**src/rtl/output_gain_stage.sv**
```systemverilog
// Output gain stage: ramped Q6.10 gain applied to signed 16-bit samples,
// two-stage multiply / floor-shift / saturate pipeline with clip flag.
module output_gain_stage #(
    parameter int GAIN_FRAC  = 10,
    parameter int RAMP_STEP  = 4,
    parameter int RESET_GAIN = 1024
) (
    input  logic        clk,
    input  logic        reset,
    input  logic [15:0] sample_in,
    input  logic        sample_valid,
    input  logic [15:0] gain_target,
    input  logic        gain_load,
    output logic [15:0] sample_out,
    output logic        out_valid,
    output logic        clip,
    output logic [15:0] gain_current,
    output logic        ramping
);

    typedef enum logic [0:0] {
        ST_IDLE = 1'b0,
        ST_RAMP = 1'b1
    } state_t;

    localparam logic [15:0]        RESET_GAIN_C = RESET_GAIN[15:0];
    localparam logic [15:0]        STEP_C       = RAMP_STEP[15:0];
    localparam logic signed [32:0] SAT_MAX_C    = 33'sd32767;
    localparam logic signed [32:0] SAT_MIN_C    = -33'sd32768;

    state_t             state_r;
    state_t             state_nxt_s;
    logic [15:0]        gain_r;
    logic [15:0]        gain_nxt_s;
    logic [15:0]        target_r;
    logic [15:0]        target_nxt_s;
    logic               ramping_r;

    logic signed [32:0] mul_a_s;
    logic signed [32:0] mul_b_s;
    logic signed [32:0] prod_s;
    logic signed [32:0] prod_r;
    logic               v1_r;

    logic signed [32:0] shifted_s;
    logic [16:0]        sat_s;
    logic [15:0]        sample_out_r;
    logic               out_valid_r;
    logic               clip_r;

    // One clamped ramp step from cur toward tgt; never overshoots.
    function automatic logic [15:0] ramp_toward(input logic [15:0] cur, input logic [15:0] tgt);
        logic [15:0] diff;
        if (cur < tgt) begin
            diff = tgt - cur;
            if (diff > STEP_C) begin
                return cur + STEP_C;
            end else begin
                return tgt;
            end
        end else if (cur > tgt) begin
            diff = cur - tgt;
            if (diff > STEP_C) begin
                return cur - STEP_C;
            end else begin
                return tgt;
            end
        end else begin
            return cur;
        end
    endfunction

    // Saturate to signed 16 bits; MSB of the result is the clip flag.
    function automatic logic [16:0] sat16(input logic signed [32:0] v);
        if (v > SAT_MAX_C) begin
            return {1'b1, 16'h7FFF};
        end else if (v < SAT_MIN_C) begin
            return {1'b1, 16'h8000};
        end else begin
            return {1'b0, v[15:0]};
        end
    endfunction

    // Gain control: target latch, per-sample ramp step and next-state decode.
    always_comb begin
        target_nxt_s = target_r;
        gain_nxt_s   = gain_r;
        state_nxt_s  = state_r;
        if (gain_load) begin
            target_nxt_s = gain_target;
        end else begin
            target_nxt_s = target_r;
        end
        case (state_r)
            ST_IDLE: begin
                gain_nxt_s = gain_r;
            end
            ST_RAMP: begin
                // A load in the same cycle redirects this step toward the new target.
                if (sample_valid) begin
                    gain_nxt_s = ramp_toward(gain_r, target_nxt_s);
                end else begin
                    gain_nxt_s = gain_r;
                end
            end
            default: begin
                gain_nxt_s = gain_r;
            end
        endcase
        if (target_nxt_s != gain_nxt_s) begin
            state_nxt_s = ST_RAMP;
        end else begin
            state_nxt_s = ST_IDLE;
        end
    end

    // Gain control state register.
    always_ff @(posedge clk) begin
        if (reset) begin
            state_r   <= ST_IDLE;
            gain_r    <= RESET_GAIN_C;
            target_r  <= RESET_GAIN_C;
            ramping_r <= 1'b0;
        end else begin
            state_r   <= state_nxt_s;
            gain_r    <= gain_nxt_s;
            target_r  <= target_nxt_s;
            ramping_r <= (state_nxt_s == ST_RAMP);
        end
    end

    // Stage 1 operands: gain is treated as unsigned by zero-extending it.
    always_comb begin
        mul_a_s = {{17{sample_in[15]}}, sample_in};
        mul_b_s = {17'd0, gain_r};
        prod_s  = mul_a_s * mul_b_s;
    end

    // Stage 1 register: product of the sample and the pre-update gain.
    always_ff @(posedge clk) begin
        if (reset) begin
            prod_r <= 33'sd0;
            v1_r   <= 1'b0;
        end else begin
            prod_r <= sample_valid ? prod_s : prod_r;
            v1_r   <= sample_valid;
        end
    end

    // Stage 2 arithmetic: arithmetic shift floors toward minus infinity.
    always_comb begin
        shifted_s = prod_r >>> GAIN_FRAC;
        sat_s     = sat16(shifted_s);
    end

    // Stage 2 register: output holds its last value between valid results.
    always_ff @(posedge clk) begin
        if (reset) begin
            sample_out_r <= 16'd0;
            out_valid_r  <= 1'b0;
            clip_r       <= 1'b0;
        end else begin
            out_valid_r <= v1_r;
            if (v1_r) begin
                sample_out_r <= sat_s[15:0];
                clip_r       <= sat_s[16];
            end else begin
                sample_out_r <= sample_out_r;
                clip_r       <= 1'b0;
            end
        end
    end

    assign sample_out   = sample_out_r;
    assign out_valid    = out_valid_r;
    assign clip         = clip_r;
    assign gain_current = gain_r;
    assign ramping      = ramping_r;

endmodule
```
**config.mk**
```make
export PLATFORM = sky130hd
export DESIGN_NAME = output_gain_stage
export DESIGN_NICKNAME = d
export VERILOG_FILES = /design/src/rtl/output_gain_stage.sv
export SDC_FILE = /design/constraint.sdc
export NUM_CORES = 1
export LEC_CHECK = 0
export ABC_AREA = 1
export ABC_CLOCK_PERIOD_IN_PS = 11300
export BUFFER_PORTS_ARGS = -buffer_cell sky130_fd_sc_hd__clkbuf_2
export CAP_MARGIN = 20
export CELL_PAD_IN_SITES_DETAIL_PLACEMENT = 1
export CELL_PAD_IN_SITES_GLOBAL_PLACEMENT = 1
export CORE_ASPECT_RATIO = 0.7
export CORE_MARGIN = 2
export CORE_UTILIZATION = 30
export CTS_CLUSTER_SIZE = 8
export DETAILED_ROUTE_END_ITERATION = 12
export PLACE_DENSITY_LB_ADDON = 0.12
export SLEW_MARGIN = 20
export SYNTH_ARGS = -nofsm -noshare
export SYNTH_HDL_FRONTEND = slang
export SYNTH_SLANG_ARGS = --single-unit
```
**constraint.sdc**
```tcl
create_clock -name clk -period 11.3 [get_ports clk]
set_input_delay 0.565 -clock clk [delete_from_list [all_inputs] [get_ports clk]]
set_output_delay 0.565 -clock clk [all_outputs]
set_load 0.005 [all_outputs]
```
# [Word level (Yosys, flattened, before mapping)]
# Cells that the tools add are included.
[classes] n_addsub=4 n_bitwise=2 n_mux=10 n_lt_le_gt_ge=6 n_mul=1 reduce_logical=1 n_eq_ne=1
[op_table] op="$mux 16" count=6
[op_table] op="$mux 17" count=2
[op_table] op="$mul 16x17->33" count=1
[op_table] op="$gt 16x3->1 const B" count=2
[op_table] op="$pmux 16 s2" count=1
[op_table] op="$sub 16x16->16" count=2
[op_table] op="$gt 23x16->1 const B" count=1
[op_table] op="$lt 23x16->1 const B" count=1
[op_table] op="$add 16x3->16 const B" count=1
[op_table] op="$gt 16x16->1" count=1
[op_table] op="$lt 16x16->1" count=1
[op_table] op="$ne 16x16->1" count=1
[op_table] op="$sub 16x3->16 const B" count=1
[op_table] op="$not 1->1" count=2
[op_table] op="$reduce_or 2->1" count=1
[op_table] op="$mux 1" count=1
[totals] regBits=85 output_inout_bits=35 word_cells=33

# [Depth between registers and ports, before layout]
# Gate-level depths: netlist of run 1.
[logic_depth] depth_word=10 depth_mapped=34 depth_no_buf=31

# [Worst setup path before layout of run 1]
# No wires, ideal clock.
[synth_path] path_kind="input port to flip-flop" from="input port sample_in[12]" to="register prod_r[29]" arrival_ps=6020 required_time_ps=11181 path_buffers=2 setup_slack_ps=5161 setup_time_ps=119 stages=21 path_cell_list="clkbuf_1 -> clkbuf_1 -> nand2_1 -> fa_1 -> inv_1 -> fa_1 -> fa_1 -> fa_1 -> fa_1 -> inv_1 -> fa_1 -> inv_1 -> ha_1 -> a21oi_1 -> o21a_1 -> inv_1 -> a21oi_1 -> nor4_1 -> a2111oi_0 -> a21oi_1 -> o221a_2"
[synth_via] elab_chain_len=1
[synth_rtl] element="start, declared" line="10" source="input logic [15:0] sample_in,"
[synth_rtl] element="$mul 16x17->33" line="136" source="prod_s = mul_a_s * mul_b_s;"
[synth_rtl] element="end signal, assigned" line="145" source="prod_r <= sample_valid ? prod_s : prod_r;"
[synth_rtl] element="end, declared" line="42" source="logic signed [32:0] prod_r;"
# Every way passes these cells.
# A chain may end at the register's enable or synchronous reset.

# [Worst setup path after layout of run 1]
[layout_path] from="register gain_r[9], in the netlist gain_current[9]" to="register prod_r[25]"
[layout_via] elab_chain_len=1
[layout_rtl] element="start, declared" line="33" source="logic [15:0] gain_r;"
[layout_rtl] element="start signal, assigned" line="126" source="gain_r <= gain_nxt_s;"
[layout_rtl] element="$mul 16x17->33" line="136"
# Every way passes these cells.

==> results of run 1 <==
## worst paths after layout
kind / endpoint / slack (ns) / depth (start not counted)
max: prod_r[25] / 4.59 / 21
min: sample_out[8] / 0.47 / 2
max reg2reg: prod_r[25] / 4.59 / 21
min reg2reg: sample_out[8] / 0.47 / 2
## layer usage
layer  track usage  up-vias  share of wire
li1              -     7056              -
met1         0.379     7428           0.56
met2         0.321      359           0.38
met3        0.0386       12          0.062
met4        0.0158        0         0.0027
met5             0        -              0
## critical path, cell delays in order, from the launching register on
cell	delay (ns)
dfxtp_1	1.03
nand2_1	0.19
fa_1	0.56
fa_1	0.48
fa_1	0.52
fa_1	0.57
inv_1	0.05
fa_1	0.47
inv_1	0.05
fa_1	0.47
inv_1	0.05
ha_1	0.35
nand2_1	0.14
nor4_1	0.43
a21oi_1	0.17
inv_1	0.14
a21oi_1	0.11
o31ai_1	0.35
and2_1	0.19
o21ai_0	0.07
o211ai_1	0.13
inv_1	0.05
## state kept, by name, summed over array words and instances (netlist names)
signal,cells
out_valid,1
gain_current,16
clip,1
ramping,1
prod_r,23
sample_out,16
target_r,16
v1_r,1
## layout make-up
cell class                      count  area share
Clock buffer                        9      0.0132
Timing Repair Buffer               95      0.0315
Clock inverter                      7     0.00550
Tap cell                          684      0.0502
Inverter                          534       0.118
Multi-Input combinational cell   1634       0.694
Sequential cell                    75      0.0880
## cells in the final DEF (no fill, tap or decap), drive strengths merged, types with 2 or more instances in the layout
master,n
a21o,2
a21oi,103
a31oi,8
and2,3
buf,25
clkbuf,79
clkinv,5
dfxtp,75
fa,194
ha,152
inv,534
nand2,681
nand3,124
nand3b,2
nand4,44
nor2,153
nor3,13
nor4,4
o211ai,3
o21a,5
o21ai,66
o21bai,2
o221ai,3
o31ai,3
or2,18
xnor2,7
xor2,34
## per-stage QoR
stage / setup slack, ns / hold slack, ns / instances / cell area [um2] / utilization
after floorplan: 5.16 / 0.440 / 2339 / 15800 / -
after global placement: 4.64 / 0.455 / 3022 / 16700 / 0.322
after detailed placement: 4.61 / 0.464 / 3022 / 16700 / 0.322
after CTS: 4.68 / 0.474 / 3038 / 17000 / 0.328
after global routing: 4.14 / 0.493 / 3038 / 17100 / 0.328
final: 4.59 / 0.473 / 3038 / 17100 / 0.328
## cells by family after synthesis
logic type / Yosys count
simple gates: 1043
buf+inv: 630
fa+ha+maj: 346
compound gates: 204
flops: 75
xor+xnor: 41
## power groups by stage
stage               Clock (mW)  Combinational [mW]  Sequential [mW]
global route             0.336               0.809            0.305
CTS                      0.325               0.713            0.302
detailed placement           0               0.705            0.308
floorplan                    0               0.472            0.302
global placement             0               0.698            0.308
finish                   0.319               0.714            0.303
==> results.py, run 1 <==
metrics = {
    "sta": {
        "grt_setup_unrepaired": "no",
        "worst_pin_slew_ns": 1.07,
        "finalHoldViolCount": 0,
        "skew_ns": 0.0128,
        "setup-violations-final": 0,
        "clock.fmax_mhz": 149,
        "fin_tns_setup_ns": 0,
        "finalCritPeriodShare": 0.594,
        "min_period_ns": 6.71,
        "drv_slew": 0,
        "relSlewSlack": 0.284,
    },
    "synth": {
        "yosysSeqAreaShare": 0.0953,
        "synth_edf_count": 0,
        "synth_xor_area_frac": 0.0228,
        "synthCells": 2339,
        "yosys.area.top_type_share": 0.246,
        "synthFlopType": "dfxtp_1",
        "synth.most_common_cell": "nand2_1",
        "synth_top_family_by_area": "adder cells",
        "synth.area.mux_share": 0,
        "ys_types": 57,
        "yosysWarnings": 0,
        "synth_fp_nets": 2721,
        "synth-seq-cells": 75,
        "yosys-top-cells-count": "nand2_1 (652), inv_1 (520), fa_1 (194), ha_1 (152), nor2_1 (137)",
        "syn_area_per_cell_um2": 6.74,
        "synth_top_area_cell": "fa_1",
        "synth-compound-area-share": 0.0718,
        "synth.area.top_cells": "fa_1 (25%), nand2_1 (16%), inv_1 (12%)",
        "synth_adder_area_share": 0.367,
        "async_flop_share": 0,
        "synthSimpleGateAreaFrac": 0.289,
        "syn_area_um2": 15800,
    },
    "die": {
        "fp.dieArea_um2": 54400,
        "io_pins": 71,
        "start_util": 0.303,
        "rows": 70,
        "dieHeight_um": 196,
        "core_um2": 52000,
        "die_width_um": 278,
    },
    "power": {
        "combinationalPowerShare": 0.534,
        "p_int_mw": 0.689,
        "p_per_area_nw_per_um2": 78.4,
        "clkPwrFrac": 0.239,
        "power_switching_mw": 0.648,
        "seqPwrFrac": 0.227,
        "vdd_drop_max_v": 0.0000875,
        "switching_share": 0.485,
        "p_leak_nw": 9.80,
        "p_total_mw": 1.34,
    },
    "placement": {
        "port-buffer-count": 70,
        "dp_hpwl_mm": 49.8,
        "place_congestion": 0.887,
    },
    "layout": {
        "diodes": 0,
        "fin_nets": 2731,
        "fill_cells": 6697,
        "multi_input_area_um2": 11800,
        "area_delta_synth_final_pct": 8.22,
        "register_area_um2": 1500,
        "drive_gt1_frac": 0.0871,
    },
    "worst_hold_path": {
        "hp-class": "reg2reg",
        "worstHoldStart": "sample_out[8]",
    },
    "critical_path": {
        "cp_data_required_time_ns": 11.55,
        "path_max_fanout": 16,
        "start_kind": "flop",
        "setup.worst_path.start": "gain_current[9]",
        "cp.arrival_ns": 6.96,
        "timing.rr.start": "gain_current[9]",
        "path_class": "reg2reg",
        "endpoint_kind": "flop",
    },
    "global_routing": {
        "grt_max_degree": 59,
        "grt_overflow_total": 0,
        "grt_pass1_vias": 15720,
        "antenna_found_initial": 1,
        "grtUsageTotal": 0.231,
        "grt_pass1_wl_mm": 96.3,
    },
    "detailed_routing": {
        "routed_wl_mm": 61.3,
        "route.vias.total": 14855,
        "viasPerCell": 4.89,
        "drt_iter0_drc": 1116,
        "drtAntennaViolNets": 0,
        "drc": 0,
        "firstDrtPassIters": 5,
        "wl_per_cell_um": 20.2,
    },
    "clock_network": {
        "clock_latency_ns": 0.36,
        "clkTransAtPathRegs_ns": 0.07,
        "clk_path_buf_depth": 2,
        "cts_tree": "built",
        "postCtsSetupRepairBufs": 0,
        "root_buffer": "clkbuf_16",
        "clock_sinks": 75,
        "cts_resized": 0,
        "cts_hold_buf": 0,
        "cts_buffers": 9,
        "ctsHtreeMaxLevel": 3,
    },
    "job": {
        "maxCapViolCount": 0,
    },
    "run_status": {
        "outcome": "finished clean",
    },
}
Power figures use the tool's default switching activity.
==> run 2, diff against run 1 <==
--- a/config.mk
+++ b/config.mk
@@ -6,7 +6,7 @@
 export NUM_CORES = 1
 export LEC_CHECK = 0
 export ABC_AREA = 1
-export ABC_CLOCK_PERIOD_IN_PS = 11300
+export ABC_CLOCK_PERIOD_IN_PS = 5600
 export BUFFER_PORTS_ARGS = -buffer_cell sky130_fd_sc_hd__clkbuf_2
 export CAP_MARGIN = 20
 export CELL_PAD_IN_SITES_DETAIL_PLACEMENT = 1
==> constraint.sdc (replaced) <==
create_clock -name clk -period 5.6 [get_ports clk]
set_input_delay 0.28 -clock clk [delete_from_list [all_inputs] [get_ports clk]]
set_output_delay 0.28 -clock clk [all_outputs]
set_load 0.005 [all_outputs]
==> run 2 against run 1 <==
Utilization up 5.0 points. Clock-buffer cell count up 1. Sequential share of layout area down 0.94 points. Total power up 150%. Combinational power rose to 2.9 times the previous value. Critical endpoint is now prod_r[31]. Sequential cell count unchanged. The flow now finishes with violations (setup timing). Maximum frequency up 18%. Sequential power up 100%. Largest power group unchanged. Global-route usage up 1.5 points. Worst setup slack worse by 4.7 ns. Hold slack worse by 0.048 ns.
==> results.py, run 2 (synthesis gave the netlist of run 1 again) <==
metrics = {
    "detailed_routing": {
        "dr_wl_met2_mm": 24.4,
        "viasPerCell": 4.83,
        "drc": 0,
        "drt-met1-wl_mm": 35.7,
        "drt_iter0_drc": 1201,
        "top_layer_used": "met4",
        "route.vias.total": 15741,
        "wl_per_cell_um": 20.3,
        "routed_wl_mm": 66.1,
        "firstDrtPassIters": 5,
        "wl_met3_mm": 5.63,
        "drtAntennaViolNets": 0,
    },
    "critical_path": {
        "timing.rr.start": "gain_current[11]",
        "path_max_fanout": 4,
        "timing.rr.end": "prod_r[31]",
        "cp.arrival_ns": 5.94,
        "slowest_delay_ns": 0.60,
        "crit_buf_inv": 9,
        "reg2reg_slack_ns": -0.10,
        "cp_data_required_time_ns": 5.84,
        "cp_cell_sequence": "buf_6 -> nand2_1 -> inv_1 -> fa_1 -> inv_1 -> fa_1 -> inv_1 -> fa_1 -> inv_1 -> fa_1 -> fa_1 -> fa_2 -> inv_1 -> ha_4 -> nand2_1 -> nor2_2 -> buf_4 -> nand4_1 -> o311ai_2 -> buf_4 -> a31oi_4 -> xor2_1 -> o21ai_1 -> inv_1",
        "path_class": "reg2reg",
        "slowest_stage": "fa_2",
        "crit_family": "adder cells",
        "endpoint_kind": "flop",
        "critPathMostFrequentCell": "inv_1",
        "start_kind": "flop",
        "rr_worst_depth": 24,
    },
    "layout": {
        "instances_no_fill": 3261,
        "largest_reg_flops": 23,
        "layout_commonest_cell": "nand2_1",
        "regMostFlops": "prod_r",
        "fill_cells": 6618,
        "area_delta_synth_final_pct": 24.8,
        "final_cell_mix": "nand2_1 (636), inv_1 (486), buf_4 (217)",
        "drive_gt1_frac": 0.222,
        "fin_nets": 2953,
    },
    "power": {
        "vdd_drop_max_v": 0.000156,
        "switching_share": 0.462,
        "power_switching_mw": 1.54,
        "combinationalPowerShare": 0.621,
        "clkPwrFrac": 0.196,
        "p_int_mw": 1.79,
        "p_per_area_nw_per_um2": 169,
        "p_leak_nw": 11.0,
        "seqPwrFrac": 0.183,
    },
    "die": {
        "dieHeight_um": 196,
        "die_width_um": 278,
        "io_pins": 71,
        "rows": 70,
        "fp.dieArea_um2": 54400,
        "start_util": 0.303,
        "core_um2": 52000,
    },
    "sta": {
        "drv_slew": 0,
        "min_period_ns": 5.70,
        "worst_pin_slew_ns": 0.898,
        "grt_setup_unrepaired": "yes",
        "skew_ns": 0.00980,
        "finalCritPeriodShare": 1.02,
        "hold-worst-slack_ns": 0.425,
        "setup_slack_ns": -0.101,
        "relSlewSlack": 0.397,
        "clock.fmax_mhz": 175,
        "finalHoldViolCount": 0,
        "setup-violations-final": 8,
    },
    "clock_network": {
        "clk_path_buf_depth": 2,
        "clock_sinks": 75,
        "clock_latency_ns": 0.35,
        "root_buffer": "clkbuf_16",
        "clkTransAtPathRegs_ns": 0.07,
        "cts_buffers": 9,
        "cts_tree": "built",
        "ctsHtreeMaxLevel": 3,
    },
    "global_routing": {
        "grt_overflow_total": 0,
        "grtUsageTotal": 0.247,
        "grt_pass1_vias": 16571,
        "grt_max_degree": 59,
        "antenna_found_initial": 2,
        "grt_pass1_wl_mm": 102,
    },
    "placement": {
        "port-buffer-count": 70,
        "pre_cts_slack_ns": -0.918,
        "place_congestion": 0.927,
        "dp_hpwl_mm": 56.1,
        "dp_cells": 3205,
    },
    "run_status": {
        "outcome": "complete, but fails checks",
        "violations": "setup timing",
    },
    "job": {
        "maxCapViolCount": 0,
    },
    "worst_hold_path": {
        "worstHoldStart": "gain_target[2]",
        "min_to": "target_r[2]",
        "hp-class": "in2reg",
        "min_path_cells": 5,
    },
}
-- run 2: cell count changes in the layout (fill, tap and decap cells not counted), sizes merged --
| cell | before | now |
|---|---|---|
| bufinv | 1 | 2 |
| clkinv | 5 | 4 |
| clkinvlp | 1 | 0 |
| buf | 25 | 247 |
| diode | 0 | 1 |
| clkbuf | 79 | 80 |
-- run 2: power by group through the flow --
stage               registers [mW]  clock network, mW  logic [mW]
global placement             0.626                  0        1.72
detailed placement           0.626                  0        1.74
CTS                          0.609              0.668        1.96
finish                       0.608              0.654        2.07
floorplan                    0.609                  0       0.993
global route                 0.613              0.693        2.26
-- run 2: repair_timing --
| action | CTS | global route |
|---|---|---|
| hold buffers | 0 | 0 |
| resized for setup | 130 | 67 |
| buffers inserted | 37 | 7 |
| pin swaps | 84 | 43 |
| endpoints found under the setup margin | 21 | 20 |
-- run 2: worst max-delay path by stage --
stage / startpoint / to / slack [ns] / cells after the start
global route: gain_current[11] / prod_r[31] / -0.35 / 24
detailed placement: gain_current[5] / prod_r[19] / -0.92 / 24
CTS: gain_current[11] / prod_r[31] / -0.07 / 26
finish: gain_current[11] / prod_r[31] / -0.10 / 24
global placement: gain_current[5] / prod_r[19] / -0.80 / 24
floorplan: sample_in[14] / prod_r[29] / 0.003 / 21
-- run 2: per-stage QoR --
stage / TNS (ns) / area [um2] / power, mW / util
finish: -0.378 / 19700 / 3.33 / 0.378
global route: -3.68 / 19700 / 3.56 / 0.378
global placement: -7.18 / 18200 / 2.35 / 0.351
detailed placement: -8.43 / 18300 / 2.37 / 0.351
floorplan: 0 / 16000 / 1.60 / -
CTS: -0.360 / 19300 / 3.24 / 0.372
-- run 2: area by class of cell --
class | count | area, um2 | area share
Tap cell | 684 | 856 | 0.0435
Multi-Input combinational cell | 1634 | 12500 | 0.637
Timing Repair Buffer | 317 | 2400 | 0.122
Clock inverter | 6 | 95.1 | 0.00484
Antenna cell | 1 | 2.50 | 0.000127
Inverter | 534 | 2010 | 0.102
Clock buffer | 10 | 229 | 0.0116
Sequential cell | 75 | 1550 | 0.0787
-- run 2: tightest hold or removal path: stages --
cell	delay [ns]
clkbuf_2	0.07
or2_2	0.09
o21ai_1	0.07
buf_4	0.15
nor2_1	0.08
-- run 2: per-layer routing --
metal	GRT usage	up-vias
met4	0.0192	0
li1	-	7513
met1	0.410	7781
met5	0	-
met2	0.328	420
met3	0.0489	27
